--- src/rtl/sa_run_sequencer.sv ---
// sa_run_sequencer: sequences one systolic-array run.
//   Stream bytes in over s_valid/s_ready. The first WEIGHT_BYTES go to the
//   weight (north) FIFOs and the next DATA_BYTES go to the data (west) FIFOs.
//   Then the FSM fires both read triggers, waits COMPUTE_CYCLES, holds a
//   DRAIN_CYCLES drain window, and pulses o_done.
// Ports:
//   i_clk, i_rst_n          clock, async active-low reset
//   i_start, i_abort        run start (IDLE only), synchronous abort
//   s_valid/s_data/s_ready  byte stream input
//   o_data/o_data_vld       registered forwarded byte
//   o_sel_1/o_sel_2         weight/data path select, aligned with o_data_vld
//   o_trigger_1/2           FIFO read trigger pulses
//   o_drain                 output-FIFO drain window
//   o_busy/o_done           not-IDLE flag, run-complete pulse
module sa_run_sequencer #(
    parameter int unsigned ROW            = 9,
    parameter int unsigned COL            = 32,
    parameter int unsigned W_DATA         = 8,
    parameter int unsigned WEIGHT_BYTES   = ROW * COL,
    parameter int unsigned DATA_BYTES     = ROW * COL,
    parameter int unsigned COMPUTE_CYCLES = ROW + COL + 7,
    parameter int unsigned DRAIN_CYCLES   = COL,
    parameter int unsigned CNT_W          = 10
) (
    input  logic              i_clk,
    input  logic              i_rst_n,
    input  logic              i_start,
    input  logic              i_abort,
    input  logic              s_valid,
    input  logic [W_DATA-1:0] s_data,
    output logic              s_ready,
    output logic [W_DATA-1:0] o_data,
    output logic              o_data_vld,
    output logic              o_sel_1,
    output logic              o_sel_2,
    output logic              o_trigger_1,
    output logic              o_trigger_2,
    output logic              o_drain,
    output logic              o_busy,
    output logic              o_done
);

    localparam logic [CNT_W-1:0] W_LAST = CNT_W'(WEIGHT_BYTES - 1);
    localparam logic [CNT_W-1:0] D_LAST = CNT_W'(DATA_BYTES - 1);
    localparam logic [CNT_W-1:0] C_LAST = CNT_W'(COMPUTE_CYCLES - 1);
    localparam logic [CNT_W-1:0] R_LAST = CNT_W'(DRAIN_CYCLES - 1);

    typedef enum logic [2:0] {
        IDLE    = 3'd0,
        LOAD_W  = 3'd1,
        LOAD_D  = 3'd2,
        FIRE    = 3'd3,
        COMPUTE = 3'd4,
        DRAIN   = 3'd5,
        DONE    = 3'd6
    } state_t;

    state_t              state_q, state_d;
    logic [CNT_W-1:0]    cnt_q, cnt_d;
    logic [W_DATA-1:0]   data_q, data_d;
    logic                vld_q, vld_d;
    logic                sel1_q, sel1_d;
    logic                sel2_q, sel2_d;
    logic                trig_q, trig_d;
    logic                drain_q, drain_d;
    logic                done_q, done_d;
    logic                ready;
    logic                hs;

    // Stream acceptance is a pure decode of the state register.
    assign ready = (state_q == LOAD_W) || (state_q == LOAD_D);
    assign hs    = s_valid && ready;

    // State register and output flops.
    always_ff @(posedge i_clk or negedge i_rst_n) begin
        if (!i_rst_n) begin
            state_q <= IDLE;
            cnt_q   <= '0;
            data_q  <= '0;
            vld_q   <= 1'b0;
            sel1_q  <= 1'b0;
            sel2_q  <= 1'b0;
            trig_q  <= 1'b0;
            drain_q <= 1'b0;
            done_q  <= 1'b0;
        end else begin
            state_q <= state_d;
            cnt_q   <= cnt_d;
            data_q  <= data_d;
            vld_q   <= vld_d;
            sel1_q  <= sel1_d;
            sel2_q  <= sel2_d;
            trig_q  <= trig_d;
            drain_q <= drain_d;
            done_q  <= done_d;
        end
    end

    // Next-state, counter and registered-output logic.
    always_comb begin
        state_d = state_q;
        cnt_d   = cnt_q;
        data_d  = data_q;
        vld_d   = 1'b0;
        sel1_d  = 1'b0;
        sel2_d  = 1'b0;
        trig_d  = 1'b0;
        drain_d = 1'b0;
        done_d  = 1'b0;

        // An accepted byte is always forwarded, even in an abort cycle.
        if (hs) begin
            data_d = s_data;
            vld_d  = 1'b1;
            sel1_d = (state_q == LOAD_W);
            sel2_d = (state_q == LOAD_D);
        end

        // Control pulses lag the state by one cycle so the trigger follows
        // the last forwarded data byte into the FIFOs.
        trig_d  = (state_q == FIRE);
        drain_d = (state_q == DRAIN);
        done_d  = (state_q == DONE);

        unique case (state_q)
            IDLE: begin
                if (i_start) begin
                    state_d = LOAD_W;
                    cnt_d   = '0;
                end
            end
            LOAD_W: begin
                if (hs) begin
                    if (cnt_q == W_LAST) begin
                        state_d = LOAD_D;
                        cnt_d   = '0;
                    end else begin
                        cnt_d = cnt_q + CNT_W'(1);
                    end
                end
            end
            LOAD_D: begin
                if (hs) begin
                    if (cnt_q == D_LAST) begin
                        state_d = FIRE;
                        cnt_d   = '0;
                    end else begin
                        cnt_d = cnt_q + CNT_W'(1);
                    end
                end
            end
            FIRE: begin
                state_d = COMPUTE;
                cnt_d   = '0;
            end
            COMPUTE: begin
                if (cnt_q == C_LAST) begin
                    state_d = DRAIN;
                    cnt_d   = '0;
                end else begin
                    cnt_d = cnt_q + CNT_W'(1);
                end
            end
            DRAIN: begin
                if (cnt_q == R_LAST) begin
                    state_d = DONE;
                    cnt_d   = '0;
                end else begin
                    cnt_d = cnt_q + CNT_W'(1);
                end
            end
            DONE: begin
                state_d = IDLE;
                cnt_d   = '0;
            end
            default: begin
                state_d = IDLE;
                cnt_d   = '0;
            end
        endcase

        // Abort overrides everything except forwarding of an accepted byte.
        if (i_abort) begin
            state_d = IDLE;
            cnt_d   = '0;
            trig_d  = 1'b0;
            drain_d = 1'b0;
            done_d  = 1'b0;
        end
    end

    assign s_ready     = ready;
    assign o_busy      = (state_q != IDLE);
    assign o_data      = data_q;
    assign o_data_vld  = vld_q;
    assign o_sel_1     = sel1_q;
    assign o_sel_2     = sel2_q;
    assign o_trigger_1 = trig_q;
    assign o_trigger_2 = trig_q;
    assign o_drain     = drain_q;
    assign o_done      = done_q;

endmodule
--- config.mk ---
export PLATFORM = sky130hd
export DESIGN_NAME = sa_run_sequencer
export DESIGN_NICKNAME = d
export VERILOG_FILES = /design/src/rtl/sa_run_sequencer.sv
export SDC_FILE = /design/constraint.sdc
export NUM_CORES = 1
export LEC_CHECK = 0
export BUFFER_PORTS_ARGS = -buffer_cell sky130_fd_sc_hd__buf_2
export CORE_MARGIN = 2
export CORE_UTILIZATION = 45
export CTS_BUF_LIST = sky130_fd_sc_hd__clkbuf_16
export CTS_CLUSTER_DIAMETER = 200
export CTS_CLUSTER_SIZE = 8
export DETAILED_ROUTE_END_ITERATION = 12
export PLACE_DENSITY = 0.67
export SLEW_MARGIN = 30
export SYNTH_ARGS = -nofsm -noshare
export SYNTH_HDL_FRONTEND = slang
export SYNTH_SLANG_ARGS = --single-unit
export TNS_END_PERCENT = 20
--- constraint.sdc ---
create_clock -name i_clk -period 2.55 [get_ports i_clk]
set_clock_uncertainty 0.2 [all_clocks]
set_input_delay 0.1275 -clock i_clk [delete_from_list [all_inputs] [get_ports i_clk]]
set_output_delay 0.1275 -clock i_clk [all_outputs]
set_load 0.05 [all_outputs]
==> summary.md, run 1 <==
The mean instance size in the synthesized netlist came out at 10.0 µm². The detailed router placed 1202 vias in this run. The number of setup buffers added after CTS is 0.

The required time of the critical path was 2.54 ns. In this run the worst setup path begins at state_q[0]. The logs give 0.25 ns for the clock latency of the later-clocked register in the worst-skew pair and 46.4% for the register area share after synthesis.

Kind of end point of the critical path: a flop. In this run the remaining antenna-violating nets after routing total 0. For this run, the number of standard cells in the final layout without fillers is 226. The clock transition time at the flip-flop clock pins of the worst setup and hold paths came out at 0.06 ns. The count of input and output buffers was 29; the area growth from synthesis to layout was 23.1%.

The critical path in this run is classified as reg -> reg. Synthesized net count: 159. In the layout the commonest cells are buf_2 (29), dfrtp_1 (27), nand2_1 (18). The all-layer global routing usage came out at 18.5%. The via count of the first global-routing pass is 1153, and the average routed wire per standard cell is 13.1 µm. The run finished with clean final reports. Entering global routing, the biggest net connects 28 pins.

Max-cap violations in this run came to 0. The run gives 0 as the final hold violation count. The first-pass GRT wire length is 5030 µm, and the slew at the pin with the worst max-slew slack is 0.693 ns. The final period utilization came out at 89.0%. The max-slew violation total from the final report was 0. The core footprint was 3080 µm². Cells with a size suffix above 1 make up 30.2% of the layout.

Count of nets after finishing: 197. The DRC violations left is 0. For this design the top-level I/O count stands at 30. Across the VDD grid, the largest voltage drop is 0.000411 V.

The logs give 1 for the count of H-tree levels built during CTS and 58.3% for the fraction of the core area covered by cells at the end of the flow. For this run, the top clock speed supported by timing is 441 MHz. By area the synthesized netlist is led by dfrtp_1 (46%), mux2_2 (6.2%), nand2_1 (4.6%).

The number of optimization iterations in the first detailed-route pass came out at 4. Row generation in the floorplan step produced 20 rows. Net switching is 44.8% of the power. The repair_antennas step left the layout with diodes totalling 0. In this run, distinct cell masters in the synthesized netlist total 43.

For this design the static power due to leakage is 0.000816 µW. CTS placed an instance of clkbuf_16 at the clock tree root. Routability-driven placement finished with a final weighted congestion of 0.863.

Counting tap cells, the placed design contains a total of 212 instances. The most area-hungry cell type in the Yosys netlist was dfrtp_1. The run gives 0 as the total setup violations reported at the end of the flow. Number of storage elements in the synthesis netlist: 27.

The logs give 16 for the initial detailed-routing violation count and 3710 µm² for the floorplan die area. In this run the power spent charging and discharging nets is 806 µW. The run gives 2960 µm as the total wire length. The initial antenna violation count is 0, and the number of clock sinks is 27.

The library cell used most frequently in the layout, excluding fill and tap cells, is buf_2. The gate count after technology mapping is 145, and the power density over the cells is 1000 nW/µm². Of all nets on the critical path, the largest fanout is 11. Summed over all layers, the global routing overflow is 0. The overall die width was 60.9 µm; the setup TNS was 0 ns.

The clock period could shrink to 2.27 ns. The worst hold path begins at i_abort. Internal power comes to 993 µW.

Of the total power, registers draw 33.6%. The clock network accounts for 19.0% of the total power. After synthesis the cells add up to 1460 µm².

The initial core utilization is 47.3%. Setup repair after global routing left no endpoint under its margin. The HPWL after detailed placement was 2080 µm.

STA classifies the critical path startpoint as a flop. The startpoint identified for the worst register-to-register timing path is state_q[0]. TritonCTS built the clock tree. STA puts the critical path data arrival time at 2.26 ns. The number of buffers added by the clock tree synthesis step was 3; the vertical die dimension was 60.9 µm.

Proportion of netlist area held by the largest area contributor: 46.4%. After filler insertion, the fill cell instance count of the layout stands at 282. After detailed routing, the number of vias per cell comes to 5.32. Class of the tightest hold or removal check: in -> reg.

The part of the power in combinational logic was 47.4%. The longest clock path from root to sink contains 2 buffers. Worst slew margin relative to its limit: 53.8%. The number of warnings printed during yosys synthesis was 0.
critical path: stages (launching register included):
cell      delay [ns]
dfrtp_1         0.51
xnor2_1         0.35
o21a_2          0.22
or2_0           0.56
o221ai_1        0.25
nand2_1         0.11
registers in the layout (all words and copies together) (netlist names):
name / cells
o_trigger_1: 1
o_sel_1: 1
cnt_q: 10
o_data_vld: 1
o_data: 8
o_drain: 1
o_sel_2: 1
state_q: 3
o_done: 1
cells by family (layout without fill, tap and decap cells):
logic type / Yosys count / count (layout) / synth area share, %
AO/OA/AOI/OAI: 29 / 29 / 15.4
AND/OR/NAND/NOR: 67 / 67 / 25.3
flip-flops: 27 / 27 / 46.4
adder cells (fa/ha/maj): 1 / 1 / 0.859
XOR/XNOR: 1 / 1 / 0.601
multiplexers: 8 / 8 / 6.19
buffers and inverters: 12 / 49 / 5.33
synthesized netlist by cell type, drive strengths merged:
cell type / count
a21o: 1
a21oi: 2
a31oi: 3
a41o: 1
and2: 1
and3: 3
buf: 7
clkbuf: 2
dfrtp: 27
ha: 1
inv: 3
mux2: 8
nand2: 18
nand2b: 2
nand3: 8
nand4: 1
nor2: 13
nor2b: 3
nor3: 8
nor3b: 4
nor4: 2
o2111ai: 2
o211ai: 5
o21a: 4
o21ai: 6
o21ba: 1
o21bai: 1
o221ai: 2
o32ai: 1
or2: 2
or3: 2
xnor2: 1
cell type report:
class	instances	area [µm²]	share of cell area [%]
Timing Repair Buffer	42	268	14.9
Tap cell	44	55.1	3.07
Clock buffer	3	75.1	4.19
Inverter	3	11.3	0.628
Clock inverter	1	5.00	0.279
Sequential cell	27	676	37.7
Multi-Input combinational cell	106	703	39.2
final timing paths:
| kind | to | slack [ns] | cells past startpoint |
|---|---|---|---|
| min reg2reg | o_data[3] | 0.30 | 1 |
| max in group asynchronous | state_q[2] | 1.56 | 2 |
| min | state_q[2] | 0.02 | 2 |
| max | cnt_q[2] | 0.28 | 5 |
| max reg2reg | cnt_q[2] | 0.28 | 5 |
| min in group asynchronous | o_sel_2 | 0.20 | 2 |
power groups by stage:
stage	registers (µW)	logic [µW]	clock network [µW]
after floorplan	855	451	0
after global routing	619	906	377
after CTS	603	853	355
after global placement	603	830	0
after detailed placement	612	839	0
final	604	853	342
timing repair:
| item | in CTS | in global routing |
|---|---|---|
| hold endpoints to repair | 37 | 0 |
| gates resized for setup | 0 | 0 |
| hold buffers | 10 | 0 |
metrics by stage:
step / setup slack (ns) / hold slack, ns / power [µW] / area, µm²
5_1_grt: 0.116 / 0.0364 / 1900 / 1790
6_report: 0.281 / 0.0198 / 1800 / 1790
4_1_cts: 0.288 / 0.0205 / 1810 / 1790
3_5_place_dp: 0.298 / -0.0313 / 1450 / 1610
3_3_place_gp: 0.422 / -0.0415 / 1430 / 1610
2_1_floorplan: 0.599 / -0.368 / 1310 / 1460
layer usage:
| layer | wire length, µm | global-route usage [%] |
|---|---|---|
| met1 | 1380 | 22.7 |
| met2 | 1500 | 32.7 |
| met3 | 74 | 3.20 |
| met4 | 14 | 6.52 |
| met5 | 0 | 0 |
No activity file was read; power rests on OpenSTA's default activity.
==> inputs of run 2 (changes only) <==
==> constraint.sdc (replaced) <==
create_clock -name i_clk -period 2.55 [get_ports i_clk]
set_clock_uncertainty 0.2 [all_clocks]
set_input_delay 0.255 -clock i_clk [delete_from_list [all_inputs] [get_ports i_clk]]
set_output_delay 0.255 -clock i_clk [all_outputs]
set_load 0.05 [all_outputs]
==> run 2 against run 1 <==
Compared with the run above:
- sequential cell count did not move
- critical path type unchanged
- worst setup slack improved by 0.0042 ns
- clock power hardly changed
- non-clock buffer count shrank 9
- global-route usage down 1.0 points
- critical endpoint unchanged
- maximum frequency grew 0.19%
==> summary.md, run 2 (same netlist as run 1, synthesis figures left out) <==
The run gives 212 (unchanged) as the number of cells in the design after placement. The initial core utilization was 47.3% (unchanged); the worst reg2reg path depth was 5 (unchanged). The final instance count without filler cells came out at 217 (-4.0%). The signal arrival time at the worst endpoint is 2.26 ns (about the same).

The register-to-register setup slack was 0.29 ns (about the same); the area of combinational cells with multiple inputs was 703 µm² (unchanged). The via count of the first global-routing pass is 1091 (-5.4%), and the design internal power is 984 µW (-0.91%). Number of buffers added by the clock tree synthesis step: 3 (unchanged). The overall die width was 60.9 µm (unchanged); the routing usage on met1 was 22.4% (-0.30 points).

In the layout the commonest cells are buf_2 (29), dfrtp_1 (27), nand2_1 (18). Clock network fraction of design power: 19.2% (+0.2 points). Count of H-tree levels built during CTS: 1 (unchanged). The hold path startpoint is s_data[0]. The tools report the share of power burned in registers as 33.8% (+0.2 points).

The final global-route overflow total was 0 (unchanged); the part of the power in combinational logic was 47.0% (-0.4 points). The power density over the cells was 1050 nW/µm² (+4.4%); the core footprint was 3080 µm² (unchanged). The first-pass GRT wire length was 4780 µm (-5.0%); the largest fanout on the critical path was 11 (unchanged).

The commonest non-fill, non-tap cell in the layout is buf_2. The met2 layer usage reported by global route was 29.5% (-3.2 points); the flip-flop count of the largest register after layout was 10 (unchanged). The area growth from synthesis to layout was 16.9%; the required time of the critical path was 2.54 ns (about the same).

The worst hold path belongs to the class in -> reg. The source of the worst register-to-register timing path was state_q[0]. The average routed wire per standard cell is 12.9 µm (-1.7%), and the switching power summed over all nets is 799 µW (-0.86%). The count of nets after finishing is 188 (-4.6%), and the fmax is 442 MHz (+0.19%).

The tools report the master cell of the clock root buffer as clkbuf_16. The total setup violations reported at the end of the flow is 0 (unchanged). The tools report the worst slack on hold paths as 0.0271 ns (+0.00733 ns).

The filler cell count was 296 (+5.0%). The slew at the pin with the worst max-slew slack is 0.689 ns (-0.00428 ns), and the via count of the routed design is 1173 (-2.4%). The run gives 0 (unchanged) as the number of antenna repair diodes.

The number of I/O pins was 30 (unchanged). The fraction of layout cells with a size suffix above 1 works out to 31.8% (+1.6 points). STA classifies the critical path startpoint as a flop. The worst setup path is of the reg -> reg kind. Number of vias per cell after detailed routing: 5.41 (+1.6%). The run finished with clean final reports.

The site row count came out at 20 (unchanged). TritonCTS built the clock tree. For the number of optimization iterations in the first detailed-route pass, the log shows 4 (unchanged). The pin count of the biggest net entering global routing is 28 (unchanged), and the initial antenna violation count is 0 (unchanged).

The tools report the max-slew violation total from the final report as 0 (unchanged). The run gives 2800 µm (-5.6%) as the total wire length. Floorplan die area: 3710 µm² (unchanged). The layer flagged by global routing as most heavily used is met2.

The switching part of the total is 44.8% (about the same). The all-layer global routing usage is 17.5% (-1.0 points). The tools report the HPWL after detailed placement as 2080 µm (unchanged). The tools report the initial detailed-routing violation count as 16 (unchanged).

The vertical die dimension works out to 60.9 µm (unchanged). The setup TNS is 0 ns (unchanged). The register area came out at 676 µm² (unchanged). The post-layout minimum cycle time is 2.26 ns (-0.00422 ns). The number of max-capacitance violations reported is 0 (unchanged), and the clock latency of the later-clocked register in the worst-skew pair is 0.25 ns (about the same). The worst setup path is captured at a flop. The run gives 0 (unchanged) as the DRC violations left.

The total leakage power is 0.000778 µW (-4.6%). The weighted congestion reported at the end of routability-driven placement was 0.863 (unchanged); the final period utilization was 88.8% (-0.17 points). The number of cells on the worst hold path is 2 (unchanged). For the number of buffers on the longest clock path, the log shows 2 (unchanged). Setup repair after global routing left no endpoint under its margin.

The tools report the worst IR drop on VDD as 0.000408 V (-0.76%). Counting flops per register, the top entry is cnt_q. The number of setup buffers added after CTS was 0 (unchanged). The logs give 0 (unchanged) for the final hold violation count and 0 (unchanged) for the post-route antenna net violation count. For the number of clock sinks, the log shows 27 (unchanged). In this run the critical register-to-register path is captured at cnt_q[2]. The worst slew margin relative to its limit is 54.1% (+0.29 points). The count of input and output buffers was 29 (unchanged). The clock transition time at the flip-flop clock pins of the worst setup and hold paths is 0.06 ns (about the same). For hold timing, the worst endpoint is o_data[0].

The global-route met3 utilization came out at 3.20% (unchanged).
## run 2: cell count changes in the layout (fill, tap and decap cells not counted), sizes merged
cell	change
dlygate4sd3	-9
## run 2: layout make-up
class	count	share of cell area, %
Clock buffer	3	4.41
Tap cell	44	3.23
Timing Repair Buffer	33	10.4
Sequential cell	27	39.7
Inverter	3	0.661
Multi-Input combinational cell	106	41.3
Clock inverter	1	0.294
## run 2: timing repair
item / in CTS / in global routing
hold buffers: 1 / 0
gates resized for setup: 0 / 0
endpoints found under the hold margin: 27 / 0
## run 2: per-stage QoR
| step | worst slack [ns] | utilization [%] | power [µW] | instance area [µm²] |
|---|---|---|---|---|
| 4_1_cts | 0.288 | 55.3 | 1800 | 1700 |
| 6_report | 0.285 | 55.3 | 1780 | 1700 |
| 2_1_floorplan | 0.599 | - | 1310 | 1460 |
| 3_3_place_gp | 0.422 | 52.4 | 1430 | 1610 |
| 3_5_place_dp | 0.298 | 52.4 | 1450 | 1610 |
| 5_1_grt | 0.117 | 55.3 | 1890 | 1700 |
## run 2: routing by layer
layer / share of wire (%) / up-vias
li1: - / 577
met1: 48 / 569
met2: 48 / 25
met3: 3.5 / 2
met4: 0.50 / 0
met5: 0 / -
## run 2: power groups by stage
stage                     sequential, µW  clock [µW]  combinational, µW
after global placement               603           0                830
after detailed placement             612           0                839
final                                603         342                838
after global routing                 618         377                891
after CTS                            603         355                843
after floorplan                      855           0                451
## run 2: how the worst max path moves through the flow
stage          startpoint        to  slack, ns  cells after the start
5_1_grt        state_q[0]  cnt_q[9]       0.12                      5
3_5_place_dp   state_q[0]  cnt_q[2]       0.30                      5
3_3_place_gp   state_q[0]  cnt_q[2]       0.42                      5
2_1_floorplan    cnt_q[0]  cnt_q[9]       0.60                      7
4_1_cts        state_q[0]  cnt_q[2]       0.29                      5
6_report       state_q[0]  cnt_q[2]       0.29                      5
## run 2: critical path, cell delays in order, from the launching register on
cell	delay, ns
dfrtp_1	0.51
xnor2_1	0.35
o21a_2	0.22
or2_0	0.56
o221ai_1	0.25
nand2_1	0.11
